[config.mk]
export PLATFORM = sky130hd
export DESIGN_NAME = mdu_sequencer
export DESIGN_NICKNAME = d
export VERILOG_FILES = /design/src/rtl/mdu_pkg.sv /design/src/rtl/mdu_abs_neg.sv /design/src/rtl/mdu_sequencer.sv
export SDC_FILE = /design/constraint.sdc
export NUM_CORES = 1
export LEC_CHECK = 0
export ABC_AREA = 0
export CORE_AREA = 10 10 159 272
export CTS_BUF_LIST = sky130_fd_sc_hd__clkbuf_8
export DETAILED_ROUTE_END_ITERATION = 12
export DIE_AREA = 0 0 169 282
export HOLD_SLACK_MARGIN = 0.03
export SYNTH_ARGS = -nofsm -noshare
export SYNTH_HDL_FRONTEND = slang
export SYNTH_SLANG_ARGS = --single-unit
[constraint.sdc]
create_clock -name clk -period 4.9 [get_ports clk]
set_input_delay 0.735 -clock clk [delete_from_list [all_inputs] [get_ports clk]]
set_output_delay 0.735 -clock clk [all_outputs]
set_load 0.005 [all_outputs]
[src/rtl/mdu_pkg.sv]
// Shared RV32M definitions for the iterative multiply/divide unit:
// Funct3 op encodings, FSM state type and per-op signedness helpers.
package mdu_pkg;

  localparam logic [2:0] MDU_MUL    = 3'b000;
  localparam logic [2:0] MDU_MULH   = 3'b001;
  localparam logic [2:0] MDU_MULHSU = 3'b010;
  localparam logic [2:0] MDU_MULHU  = 3'b011;
  localparam logic [2:0] MDU_DIV    = 3'b100;
  localparam logic [2:0] MDU_DIVU   = 3'b101;
  localparam logic [2:0] MDU_REM    = 3'b110;
  localparam logic [2:0] MDU_REMU   = 3'b111;

  localparam logic [6:0] MDU_FUNCT7 = 7'b0000001;

  typedef enum logic [1:0] {
    IDLE,
    CALC,
    FIX,
    DONE
  } mdu_state_t;

  function automatic logic is_div(input logic [2:0] funct3);
    return funct3[2];
  endfunction

  function automatic logic a_signed(input logic [2:0] funct3);
    return (funct3 == MDU_MULH) || (funct3 == MDU_MULHSU) ||
           (funct3 == MDU_DIV)  || (funct3 == MDU_REM);
  endfunction

  function automatic logic b_signed(input logic [2:0] funct3);
    return (funct3 == MDU_MULH) || (funct3 == MDU_DIV) || (funct3 == MDU_REM);
  endfunction

endpackage

[src/rtl/mdu_abs_neg.sv]
// Conditional two's-complement negate; yields a magnitude from a signed value
// or re-applies a sign to an unsigned result.
module mdu_abs_neg #(
  parameter int W = 32
) (
  input  logic [W-1:0] value,
  input  logic         negate,
  output logic [W-1:0] result
);

  assign result = negate ? (~value + W'(1)) : value;

endmodule

[src/rtl/mdu_sequencer.sv]
// RV32M multi-cycle multiply/divide unit: radix-2 shift-add multiplier and
// restoring divider on operand magnitudes, followed by a sign fix-up.
module mdu_sequencer
  import mdu_pkg::*;
#(
  parameter int WIDTH = 32
) (
  input  logic             clk,
  input  logic             reset_n,
  input  logic             start,
  input  logic [2:0]       Funct3,
  input  logic [WIDTH-1:0] SrcA,
  input  logic [WIDTH-1:0] SrcB,
  input  logic             flush,
  output logic             busy,
  output logic             stall,
  output logic             done,
  output logic [WIDTH-1:0] Result
);

  localparam int CW = $clog2(WIDTH);
  localparam logic [WIDTH-1:0] MIN_NEG = {1'b1, {(WIDTH-1){1'b0}}};

  mdu_state_t           state_q, state_d;
  logic [CW-1:0]        cnt_q, cnt_d;
  logic [2:0]           op_q, op_d;
  logic                 neg_q, neg_d;
  logic [2*WIDTH-1:0]   acc_q, acc_d;
  logic [WIDTH-1:0]     oper_q, oper_d;
  logic [WIDTH-1:0]     res_q, res_d;

  logic                 sign_a, sign_b;
  logic [WIDTH-1:0]     mag_a, mag_b;
  logic                 div_by_zero, div_ovf;
  logic [WIDTH-1:0]     special_res;
  logic [WIDTH:0]       mul_sum;
  logic [WIDTH:0]       div_rem;
  logic [WIDTH:0]       div_diff;
  logic [2*WIDTH-1:0]   fix_in, fix_out;
  logic [WIDTH-1:0]     fix_word;

  assign sign_a = a_signed(Funct3) & SrcA[WIDTH-1];
  assign sign_b = b_signed(Funct3) & SrcB[WIDTH-1];

  mdu_abs_neg #(.W(WIDTH)) u_abs_a (
    .value  (SrcA),
    .negate (sign_a),
    .result (mag_a)
  );

  mdu_abs_neg #(.W(WIDTH)) u_abs_b (
    .value  (SrcB),
    .negate (sign_b),
    .result (mag_b)
  );

  assign div_by_zero = is_div(Funct3) && (SrcB == '0);
  assign div_ovf     = ((Funct3 == MDU_DIV) || (Funct3 == MDU_REM)) &&
                       (SrcA == MIN_NEG) && (SrcB == '1);
  // Funct3[1] separates the remainder ops from the quotient ops.
  assign special_res = Funct3[1] ? (div_by_zero ? SrcA : '0)
                                 : (div_by_zero ? '1 : MIN_NEG);

  assign mul_sum  = {1'b0, acc_q[2*WIDTH-1:WIDTH]} + {1'b0, (acc_q[0] ? oper_q : '0)};
  assign div_rem  = acc_q[2*WIDTH-1:WIDTH-1];
  assign div_diff = div_rem - {1'b0, oper_q};

  assign fix_in = is_div(op_q)
                  ? {{WIDTH{1'b0}}, (op_q[1] ? acc_q[2*WIDTH-1:WIDTH] : acc_q[WIDTH-1:0])}
                  : acc_q;

  mdu_abs_neg #(.W(2*WIDTH)) u_fix (
    .value  (fix_in),
    .negate (neg_q),
    .result (fix_out)
  );

  assign fix_word = ((op_q == MDU_MUL) || is_div(op_q)) ? fix_out[WIDTH-1:0]
                                                         : fix_out[2*WIDTH-1:WIDTH];

  always_comb begin
    state_d = state_q;
    cnt_d   = cnt_q;
    op_d    = op_q;
    neg_d   = neg_q;
    acc_d   = acc_q;
    oper_d  = oper_q;
    res_d   = res_q;

    unique case (state_q)
      IDLE: begin
        if (start && !flush) begin
          op_d  = Funct3;
          cnt_d = CW'(WIDTH-1);
          // Remainder follows the dividend; everything else follows sign(A)^sign(B).
          neg_d = (Funct3 == MDU_REM) ? sign_a : (sign_a ^ sign_b);
          if (div_by_zero || div_ovf) begin
            res_d   = special_res;
            state_d = DONE;
          end else begin
            if (is_div(Funct3)) begin
              acc_d  = {{WIDTH{1'b0}}, mag_a};
              oper_d = mag_b;
            end else begin
              acc_d  = {{WIDTH{1'b0}}, mag_b};
              oper_d = mag_a;
            end
            state_d = CALC;
          end
        end
      end
      CALC: begin
        if (is_div(op_q)) begin
          acc_d = div_diff[WIDTH]
                  ? {div_rem[WIDTH-1:0],  acc_q[WIDTH-2:0], 1'b0}
                  : {div_diff[WIDTH-1:0], acc_q[WIDTH-2:0], 1'b1};
        end else begin
          acc_d = {mul_sum, acc_q[WIDTH-1:1]};
        end
        cnt_d = cnt_q - CW'(1);
        if (cnt_q == '0) begin
          state_d = FIX;
        end
      end
      FIX: begin
        res_d   = fix_word;
        state_d = DONE;
      end
      DONE: begin
        state_d = IDLE;
      end
      default: begin
        state_d = IDLE;
      end
    endcase

    if (flush) begin
      state_d = IDLE;
      res_d   = res_q;
    end
  end

  always_ff @(posedge clk or negedge reset_n) begin
    if (!reset_n) begin
      state_q <= IDLE;
      cnt_q   <= '0;
      op_q    <= '0;
      neg_q   <= 1'b0;
      acc_q   <= '0;
      oper_q  <= '0;
      res_q   <= '0;
    end else begin
      state_q <= state_d;
      cnt_q   <= cnt_d;
      op_q    <= op_d;
      neg_q   <= neg_d;
      acc_q   <= acc_d;
      oper_q  <= oper_d;
      res_q   <= res_d;
    end
  end

  assign busy   = (state_q != IDLE);
  assign done   = (state_q == DONE);
  assign stall  = start && !done;
  assign Result = res_q;

endmodule

==> results of run 1 <==
-- cell usage in the layout, fill, tap and decap left out, types with 18 or more instances in the layout --
| cell | instances |
|---|---|
| sky130_fd_sc_hd__nand2b_1 | 31 |
| sky130_fd_sc_hd__nand3_1 | 29 |
| sky130_fd_sc_hd__o21ai_0 | 183 |
| sky130_fd_sc_hd__clkdlybuf4s50_1 | 103 |
| sky130_fd_sc_hd__nand2_1 | 196 |
| sky130_fd_sc_hd__a211oi_1 | 46 |
| sky130_fd_sc_hd__xnor2_1 | 89 |
| sky130_fd_sc_hd__nor3_1 | 45 |
| sky130_fd_sc_hd__nor2_1 | 228 |
| sky130_fd_sc_hd__a21o_1 | 23 |
| sky130_fd_sc_hd__xor2_1 | 70 |
| sky130_fd_sc_hd__o211ai_1 | 38 |
| sky130_fd_sc_hd__dfrtp_1 | 138 |
| sky130_fd_sc_hd__buf_4 | 89 |
| sky130_fd_sc_hd__a21oi_1 | 201 |
| sky130_fd_sc_hd__mux2_2 | 35 |
| sky130_fd_sc_hd__inv_1 | 78 |
| sky130_fd_sc_hd__nand4_1 | 26 |
| sky130_fd_sc_hd__a31oi_1 | 30 |
| sky130_fd_sc_hd__o31ai_1 | 24 |
| sky130_fd_sc_hd__ha_1 | 73 |
| sky130_fd_sc_hd__nor4_1 | 18 |
| sky130_fd_sc_hd__mux2i_1 | 51 |
| sky130_fd_sc_hd__and2_1 | 42 |
-- power by group through the flow --
stage | clock (mW) | sequential, mW | combinational (mW)
after floorplan | 0 | 1.98 | 5.79
after global placement | 0 | 2.41 | 8.52
after detailed placement | 0 | 2.41 | 8.55
after CTS | 0.990 | 2.39 | 8.61
after global routing | 1.04 | 2.47 | 9.51
final | 0.981 | 2.42 | 8.78
-- cells in the mapped netlist, drive strengths merged (7+ instances only) --
master  instances  area, um^2
a211o          16         140
a211oi         46         345
a21o           23         173
a21oi         202        1010
a221oi         12         105
a22oi          11        82.6
a31oi          30         188
a32o            7        70.1
and2           42         263
and3            8        50.1
buf            27         123
clkbuf        124         467
dfrtp         139        3480
ha             74         926
inv            78         293
mux2           35         394
mux2i          51         510
nand2         198         746
nand2b         31         194
nand3          29         145
nand4          26         163
nor2          228         856
nor2b          13        81.3
nor3           46         235
nor4           18         113
o211ai         39         298
o21a           12        90.1
o21ai         185         926
o21bai          7        52.6
o22ai           7        43.8
o31ai          24         180
o41ai          12         105
or2             8        50.1
or3            16         100
or4            10        78.8
xnor2          89         780
xor2           70         613
-- cell families (layout without fill, tap and decap cells) --
logic type | Yosys count | count (layout) | share of synthesized area (%)
other cells | 0 | 1 | 0
xor+xnor | 159 | 159 | 9.09
simple gates | 700 | 700 | 21.8
compound gates | 693 | 693 | 28.4
flops | 139 | 139 | 22.7
fa+ha+maj | 76 | 76 | 6.30
mux | 86 | 86 | 5.90
buf+inv | 230 | 307 | 5.78
-- final cells by class --
type | instances | area (um^2)
Clock buffer | 17 | 234
Multi-Input combinational cell | 1714 | 11000
Clock inverter | 15 | 148
Sequential cell | 139 | 3480
Timing Repair Buffer | 196 | 1770
Tap cell | 490 | 613
Inverter | 79 | 297
Antenna cell | 1 | 2.50
Fill cell | 4005 | 21300
-- metal layers --
layer  vias up  routed length, um  GRT usage [%]
li1       7665                  -              -
met1      7860              24700           28.9
met2       682              36900           53.9
met3       216               3640           5.06
met4         2               5690           21.3
met5         -                 13              0
-- sequential cells by signal (all words and copies together), names as in the netlist --
register / flops
Result: 32
neg_q: 1
state_q: 2
oper_q: 32
cnt_q: 5
acc_q: 64
op_q: 3
-- worst paths after layout --
kind,from,end,slack (ns),cells after the start
setup reg to reg,op_q[2],Result[26],0.38,10
hold / removal,reset_n,acc_q[57],0.24,1
min in group clk,Result[24],Result[24],0.49,2
max in group asynchronous,reset_n,cnt_q[2],3.61,2
setup / recovery,op_q[2],Result[26],0.38,10
hold reg to reg,Result[24],Result[24],0.49,2
-- through the flow --
step / total power, mW / utilization, % / cells / setup slack, ns
after CTS: 12.0 / 45.2 / 2650 / 0.479
after floorplan: 7.78 / - / 2083 / 0.920
after global routing: 13.0 / 45.2 / 2651 / 0.196
after global placement: 10.9 / 44.2 / 2618 / 0.426
after detailed placement: 11.0 / 44.2 / 2618 / 0.371
final: 12.2 / 45.2 / 2651 / 0.376
-- worst reg2reg max path: stages (launching register included) --
cell,delay [ns]
sky130_fd_sc_hd__dfrtp_4,0.76
sky130_fd_sc_hd__buf_4,0.34
sky130_fd_sc_hd__nor4bb_1,0.53
sky130_fd_sc_hd__o221ai_1,0.32
sky130_fd_sc_hd__nor4b_1,0.65
sky130_fd_sc_hd__nand4_1,0.34
sky130_fd_sc_hd__or2_2,0.43
sky130_fd_sc_hd__o211ai_1,0.21
sky130_fd_sc_hd__o31ai_1,0.12
sky130_fd_sc_hd__a2111oi_0,0.63
sky130_fd_sc_hd__a211o_1,0.17
==> impl_results.html, run 1 <==
<table>
<tr><th>Metric</th><th>Value</th></tr>
<tr><th colspan="2">Min path</th></tr>
<tr><td>Worst min path class</td><td>primary input to asynchronous set/reset pin</td></tr>
<tr><th colspan="2">Clock network</th></tr>
<tr><td>Htree depth</td><td>4</td></tr>
<tr><td># resized after CTS</td><td>0</td></tr>
<tr><td>Number of buffers inserted by post-CTS setup repair</td><td>0</td></tr>
<tr><td>Clock transition at the registers of the reported paths</td><td>~0.11 ns</td></tr>
<tr><td>Clock tree from TritonCTS</td><td>done</td></tr>
<tr><td>Clock net sink count</td><td>between 100 and 150</td></tr>
<tr><td>Buffer depth of the longest clock path</td><td>2</td></tr>
<tr><td>TritonCTS Buffers</td><td>17</td></tr>
<tr><td>Number of hold buffers added after CTS</td><td>0</td></tr>
<tr><td>Root Driver</td><td>sky130_fd_sc_hd__clkbuf_8</td></tr>
<tr><td>Latest clock arrival within the worst-skew pair</td><td>roughly 0.52 ns</td></tr>
<tr><th colspan="2">STA</th></tr>
<tr><td>Aggregate negative setup slack</td><td>0 ns</td></tr>
<tr><td>Pins Over Slew Limit</td><td>0</td></tr>
<tr><td>Fin Hold WS</td><td>0.245 ns</td></tr>
<tr><td>Transition time at the pin with the least slew margin</td><td>0.996 ns</td></tr>
<tr><td>Part of the cycle the worst path needs</td><td>between 90% and 100%</td></tr>
<tr><td>Count of endpoints failing setup in the final report</td><td>0</td></tr>
<tr><td>Final critical delay including setup and external delays</td><td>between 4 and 5 ns</td></tr>
<tr><td>Relative slew slack</td><td>between 30% and 40%</td></tr>
<tr><td>Setup repair after global routing missed its margin</td><td>false</td></tr>
<tr><td>Worst Skew</td><td>approximately 0.027 ns</td></tr>
<tr><td>Final hold violations</td><td>0</td></tr>
<tr><td>Highest attainable clock frequency</td><td>between 200 and 250 MHz</td></tr>
<tr><th colspan="2">Run</th></tr>
<tr><td>Number of violations of the max-capacitance limit</td><td>0</td></tr>
<tr><th colspan="2">Power</th></tr>
<tr><td>Maximum resistive drop on vdd</td><td>approximately 0.43 mV</td></tr>
<tr><td>Share of total power in the clock network</td><td>8.1%</td></tr>
<tr><td>Total power divided by cell area</td><td>695 mW/mm^2</td></tr>
<tr><td>Internal portion of total power</td><td>around 5.4 mW</td></tr>
<tr><td>Proportion of power drawn by flip-flops and latches</td><td>19.8%</td></tr>
<tr><td>Leakage</td><td>between 7 and 8 nW</td></tr>
<tr><td>Switching fraction of total power</td><td>a little under three fifths</td></tr>
<tr><td>Net switching power</td><td>approximately 6.8 mW</td></tr>
<tr><td>Combinational group share of total power</td><td>about 72%</td></tr>
<tr><th colspan="2">Yosys</th></tr>
<tr><td>Number of unique standard cell types used by synthesis</td><td>79</td></tr>
<tr><td>Synth Register Bits</td><td>139</td></tr>
<tr><td>Post-synth design cell area</td><td>~0.015 mm^2</td></tr>
<tr><td>Number of nets produced by synthesis</td><td>about 2,200</td></tr>
<tr><td>Mean cell area of the mapped netlist</td><td>approximately 7.4 um^2</td></tr>
<tr><td>Share of flip-flops with an asynchronous set or reset after synthesis</td><td>100%</td></tr>
<tr><td>Gate count after technology mapping</td><td>roughly 2,100</td></tr>
<tr><td>Most used DFF post-synth</td><td>sky130_fd_sc_hd__dfrtp_1</td></tr>
<tr><td>Sequential-to-total area share from yosys stat</td><td>about 23%</td></tr>
<tr><td>Count of synthesis-stage warnings from yosys</td><td>0</td></tr>
<tr><td>Number of synthesized flops with an enable pin</td><td>0</td></tr>
<tr><th colspan="2">Worst setup path</th></tr>
<tr><td>Buf+Inv Stages, Crit Path</td><td>1</td></tr>
<tr><td>Worst path required time</td><td>~5.4 ns</td></tr>
<tr><td>Capturing element type of the critical path</td><td>register</td></tr>
<tr><td>Highest fanout seen on the critical path</td><td>35</td></tr>
<tr><td>Critical path data arrival time</td><td>between 4 and 5 ns</td></tr>
<tr><td>Setup Crit Path Kind</td><td>register to register</td></tr>
<tr><td>Dominant delay contributor by cell family on the critical path</td><td>simple AND/OR/NAND/NOR gates</td></tr>
<tr><td>Delay of the slowest cell on the worst path</td><td>between 0.7 and 0.8 ns</td></tr>
<tr><td>Series of cell instances along the critical path</td><td>buf_4, nor4bb_1, o221ai_1, nor4b_1, nand4_1, or2_2, o211ai_1, o31ai_1, a2111oi_0, a211o_1</td></tr>
<tr><td>Type of element launching the critical path</td><td>register</td></tr>
<tr><td>Cell with the biggest individual delay on the critical path</td><td>sky130_fd_sc_hd__dfrtp_4</td></tr>
<tr><th colspan="2">Floorplan</th></tr>
<tr><td>Die boundary width</td><td>around 170 um</td></tr>
<tr><td>Effective utilization at floorplan</td><td>between 30 and 40%</td></tr>
<tr><td>Standard cell core area</td><td>0.0388 mm^2</td></tr>
<tr><td>Placement row count</td><td>96</td></tr>
<tr><td>Chip height</td><td>roughly 280 um</td></tr>
<tr><td>Top-level I/O count</td><td>106</td></tr>
<tr><td>Overall die area</td><td>0.0477 mm^2</td></tr>
<tr><th colspan="2">Drt</th></tr>
<tr><td>Routed length per placed instance</td><td>~27 um</td></tr>
<tr><td>Wire length after detailed routing</td><td>between 70 and 80 mm</td></tr>
<tr><td>Number of remaining DRC errors</td><td>0</td></tr>
<tr><td>Antenna Nets Post-Route</td><td>0</td></tr>
<tr><td>Via count of the routed design</td><td>between 15,000 and 20,000</td></tr>
<tr><td>Drt pass-1 iters</td><td>6</td></tr>
<tr><td>Routed via count divided by cell count</td><td>approximately 6.2</td></tr>
<tr><td>Initial DRC Count</td><td>1,189</td></tr>
<tr><th colspan="2">Cells and area</th></tr>
<tr><td>Fraction of final layout cells with drive strength greater than 1</td><td>roughly 8.4%</td></tr>
<tr><td>Area Growth Syn to Fin</td><td>14.4%</td></tr>
<tr><td>Design area</td><td>0.0175 mm^2</td></tr>
<tr><td>Net count reported at finish</td><td>between 2,000 and 2,500</td></tr>
<tr><th colspan="2">GRT</th></tr>
<tr><td>Total routing resource utilization after global routing</td><td>between 20% and 30%</td></tr>
<tr><td>Number of global-route vias before repair</td><td>16,576</td></tr>
<tr><td>Initial antenna violation count</td><td>2</td></tr>
<tr><td>Residual overflow from global routing</td><td>0</td></tr>
<tr><td>Largest net degree at the start of global routing</td><td>approximately 120</td></tr>
<tr><td>Wire length of the first global-routing pass</td><td>106 mm</td></tr>
<tr><th colspan="2">Place</th></tr>
<tr><td>Count of port buffers added during placement</td><td>~110</td></tr>
<tr><td>Final estimated routing congestion in global placement</td><td>a little over 1</td></tr>
<tr><td>Area after detailed placement</td><td>between 0.015 and 0.02 mm^2</td></tr>
<tr><td>DPL Wire Length</td><td>57.2 mm</td></tr>
<tr><th colspan="2">Run status</th></tr>
<tr><td>Outcome</td><td>finished, final reports clean</td></tr>
</table>
Power figures use the tool's default switching activity.
==> run 2: changes to the inputs <==
==> constraint.sdc (replaced) <==
create_clock -name clk -period 5.1 [get_ports clk]
set_input_delay 0.765 -clock clk [delete_from_list [all_inputs] [get_ports clk]]
set_output_delay 0.765 -clock clk [all_outputs]
set_load 0.005 [all_outputs]
==> impl_results.html, run 2 (synthesized netlist as in run 1, its figures left out) <==
<table>
<tr><th>Metric</th><th>Value</th></tr>
<tr><th colspan="2">Drt</th></tr>
<tr><td>Drt pass-1 iters</td><td>6 (unchanged)</td></tr>
<tr><td>Wire length after detailed routing</td><td>69.6 mm (-1.9%)</td></tr>
<tr><td>Routed via count divided by cell count</td><td>6.19 (about the same)</td></tr>
<tr><td>Routed length per placed instance</td><td>26.3 um (-1.6%)</td></tr>
<tr><td>Initial DRC Count</td><td>1,256 (+5.6%)</td></tr>
<tr><td>Via count of the routed design</td><td>16,377 (-0.29%)</td></tr>
<tr><td>Antenna Nets Post-Route</td><td>0 (unchanged)</td></tr>
<tr><td>Number of remaining DRC errors</td><td>0 (unchanged)</td></tr>
<tr><th colspan="2">STA</th></tr>
<tr><td>Relative slew slack</td><td>28.0% (-5.6 points)</td></tr>
<tr><td>Aggregate negative setup slack</td><td>0 ns (unchanged)</td></tr>
<tr><td>Count of endpoints failing setup in the final report</td><td>0 (unchanged)</td></tr>
<tr><td>Setup repair after global routing missed its margin</td><td>false</td></tr>
<tr><td>Part of the cycle the worst path needs</td><td>88.3% (-4.0 points)</td></tr>
<tr><td>Post-layout worst setup margin</td><td>0.597 ns (+0.221 ns)</td></tr>
<tr><td>Highest attainable clock frequency</td><td>222 MHz (+0.47%)</td></tr>
<tr><td>Final hold violations</td><td>0 (unchanged)</td></tr>
<tr><td>Pins Over Slew Limit</td><td>0 (unchanged)</td></tr>
<tr><td>Fin Hold WS</td><td>0.233 ns (-0.0120 ns)</td></tr>
<tr><td>Transition time at the pin with the least slew margin</td><td>1.07 ns (+0.0780 ns)</td></tr>
<tr><td>Worst Skew</td><td>0.0204 ns (-0.00684 ns)</td></tr>
<tr><td>Final critical delay including setup and external delays</td><td>4.50 ns (-0.0210 ns)</td></tr>
<tr><th colspan="2">Worst setup path</th></tr>
<tr><td>Capturing element type of the critical path</td><td>register</td></tr>
<tr><td>Flop-to-flop setup slack</td><td>0.60 ns (+0.22 ns)</td></tr>
<tr><td>Reg2reg path depth</td><td>10 (unchanged)</td></tr>
<tr><td>Type of element launching the critical path</td><td>register</td></tr>
<tr><td>Series of cell instances along the critical path</td><td>buf_4, or4bb_1, a222oi_1, and3_1, nand3_1, nor3_1, o21a_1, mux2i_1, nand2b_1, a31oi_1</td></tr>
<tr><td>Setup Crit Path Kind</td><td>register to register</td></tr>
<tr><td>Dominant delay contributor by cell family on the critical path</td><td>simple AND/OR/NAND/NOR gates</td></tr>
<tr><td>Reg2reg start</td><td>op_q[2]</td></tr>
<tr><td>Delay of the slowest cell on the worst path</td><td>0.85 ns (+0.09 ns)</td></tr>
<tr><td>Worst path required time</td><td>5.48 ns (+0.11 ns)</td></tr>
<tr><td>Worst reg2reg endpoint</td><td>Result[31]</td></tr>
<tr><td>Highest fanout seen on the critical path</td><td>31 (-11%)</td></tr>
<tr><td>Cell with the biggest individual delay on the critical path</td><td>sky130_fd_sc_hd__nor3_1</td></tr>
<tr><td>Buf+Inv Stages, Crit Path</td><td>1 (unchanged)</td></tr>
<tr><td>Critical path data arrival time</td><td>4.88 ns (-0.11 ns)</td></tr>
<tr><th colspan="2">Clock network</th></tr>
<tr><td>Number of buffers inserted by post-CTS setup repair</td><td>0 (unchanged)</td></tr>
<tr><td># resized after CTS</td><td>0 (unchanged)</td></tr>
<tr><td>Htree depth</td><td>4 (unchanged)</td></tr>
<tr><td>TritonCTS Buffers</td><td>17 (unchanged)</td></tr>
<tr><td>Clock tree from TritonCTS</td><td>done</td></tr>
<tr><td>Clock transition at the registers of the reported paths</td><td>0.09 ns (-0.02 ns)</td></tr>
<tr><td>Root Driver</td><td>sky130_fd_sc_hd__clkbuf_8</td></tr>
<tr><td>Latest clock arrival within the worst-skew pair</td><td>0.52 ns (about the same)</td></tr>
<tr><td>Buffer depth of the longest clock path</td><td>2 (unchanged)</td></tr>
<tr><td>Clock net sink count</td><td>139 (unchanged)</td></tr>
<tr><td>Number of hold buffers added after CTS</td><td>0 (unchanged)</td></tr>
<tr><th colspan="2">GRT</th></tr>
<tr><td>Largest net degree at the start of global routing</td><td>78 (-33%)</td></tr>
<tr><td>Initial antenna violation count</td><td>4 (+2)</td></tr>
<tr><td>Total routing resource utilization after global routing</td><td>28.7% (-0.68 points)</td></tr>
<tr><td>Wire length of the first global-routing pass</td><td>103 mm (-2.5%)</td></tr>
<tr><td>Number of global-route vias before repair</td><td>16,163 (-2.5%)</td></tr>
<tr><td>Residual overflow from global routing</td><td>0 (unchanged)</td></tr>
<tr><th colspan="2">Place</th></tr>
<tr><td>DPL Wire Length</td><td>56.4 mm (-1.5%)</td></tr>
<tr><td>Post-placement setup slack</td><td>0.516 ns (+0.146 ns)</td></tr>
<tr><td>Final estimated routing congestion in global placement</td><td>1.05 (+2.9%)</td></tr>
<tr><td>Count of port buffers added during placement</td><td>105 (unchanged)</td></tr>
<tr><th colspan="2">Power</th></tr>
<tr><td>Net switching power</td><td>6.58 mW (-3.4%)</td></tr>
<tr><td>Tot Pwr</td><td>11.8 mW (-3.3%)</td></tr>
<tr><td>Proportion of power drawn by flip-flops and latches</td><td>19.4% (-0.4 points)</td></tr>
<tr><td>Combinational group share of total power</td><td>72.4% (+0.3 points)</td></tr>
<tr><td>Share of total power in the clock network</td><td>8.2% (about the same)</td></tr>
<tr><td>Leakage</td><td>7.36 nW (-0.52%)</td></tr>
<tr><td>Total power divided by cell area</td><td>674 mW/mm^2 (-3.1%)</td></tr>
<tr><td>Maximum resistive drop on vdd</td><td>0.304 mV (-30%)</td></tr>
<tr><td>Switching fraction of total power</td><td>55.9% (about the same)</td></tr>
<tr><td>Internal portion of total power</td><td>5.19 mW (-3.2%)</td></tr>
<tr><th colspan="2">Floorplan</th></tr>
<tr><td>Standard cell core area</td><td>0.0388 mm^2 (unchanged)</td></tr>
<tr><td>Chip height</td><td>282 um (unchanged)</td></tr>
<tr><td>Die boundary width</td><td>169 um (unchanged)</td></tr>
<tr><td>Top-level I/O count</td><td>106 (unchanged)</td></tr>
<tr><td>Effective utilization at floorplan</td><td>39.5% (unchanged)</td></tr>
<tr><td>Placement row count</td><td>96 (unchanged)</td></tr>
<tr><td>Overall die area</td><td>0.0477 mm^2 (unchanged)</td></tr>
<tr><th colspan="2">Cells and area</th></tr>
<tr><td>Number of inserted filler cells in the final layout</td><td>3,971 (-0.85%)</td></tr>
<tr><td>Most common library cell in the layout ignoring fill and taps</td><td>sky130_fd_sc_hd__nor2_1</td></tr>
<tr><td>Most frequent cells in the layout</td><td>sky130_fd_sc_hd__nor2_1, sky130_fd_sc_hd__a21oi_1, sky130_fd_sc_hd__nand2_1</td></tr>
<tr><td>Largest register by flop count</td><td>acc_q</td></tr>
<tr><td>Net count reported at finish</td><td>2,287 (-0.31%)</td></tr>
<tr><td>Max FFs per register</td><td>64 (unchanged)</td></tr>
<tr><td>Post-layout util</td><td>45.0% (-0.13 points)</td></tr>
<tr><td>Area Growth Syn to Fin</td><td>14.1%</td></tr>
<tr><td>Fraction of final layout cells with drive strength greater than 1</td><td>8.04% (-0.34 points)</td></tr>
<tr><th colspan="2">Run status</th></tr>
<tr><td>Outcome</td><td>finished, final reports clean</td></tr>
<tr><th colspan="2">Min path</th></tr>
<tr><td>Worst min path class</td><td>primary input to asynchronous set/reset pin</td></tr>
<tr><th colspan="2">Run</th></tr>
<tr><td>Number of violations of the max-capacitance limit</td><td>0 (unchanged)</td></tr>
</table>
==> run 2: routing by layer <==
metal | GRT usage (%) | vias up | share of wire [%]
li1 | - | 7679 | -
met1 | 27.8 | 7771 | 34
met2 | 51.4 | 670 | 51
met3 | 4.98 | 251 | 5.2
met4 | 24.5 | 6 | 9.8
met5 | 0 | - | 0.052
==> run 2: metrics by stage <==
stage / cell area (um^2) / instances
final: 17500 / 2644
after floorplan: 15300 / 2083
after global routing: 17500 / 2644
after global placement: 17100 / 2611
after detailed placement: 17100 / 2611
after CTS: 17500 / 2643
==> run 2: worst max-delay path by stage <==
| stage | from | depth (start not counted) | end |
|---|---|---|---|
| finish | op_q[2] | 10 | Result[31] |
| global route | op_q[2] | 14 | Result[6] |
| CTS | op_q[2] | 14 | Result[6] |
| detailed placement | SrcA[3] | 10 | Result[26] |
| global placement | SrcA[19] | 8 | Result[31] |
| floorplan | op_q[1] | 16 | Result[6] |
==> run 2: layout make-up <==
cell class	count	area, um^2	share of cell area (%)
multi-input cells	1714	11000	62.8
flip-flops and latches	139	3480	19.9
repair buffers	189	1710	9.76
well taps	490	613	3.51
inverters	79	297	1.70
clock buffers	17	234	1.34
clock inverters	15	163	0.931
diodes	1	2.50	0.0143
==> run 2: power by group through the flow <==
stage / clock (mW) / sequential [mW] / combinational [mW]
final: 0.964 / 2.28 / 8.53
after global routing: 1.02 / 2.33 / 9.16
after CTS: 0.974 / 2.25 / 8.35
after detailed placement: 0 / 2.27 / 8.29
after global placement: 0 / 2.27 / 8.27
after floorplan: 0 / 1.91 / 5.57
==> run 2: worst reg2reg max path: cells and delay by family (launching register included) <==
family	cells	cell delay, ns
mux	1	0.19
buf+inv	1	0.38
compound gates	3	0.87
simple gates	5	2.26
flops	1	0.68
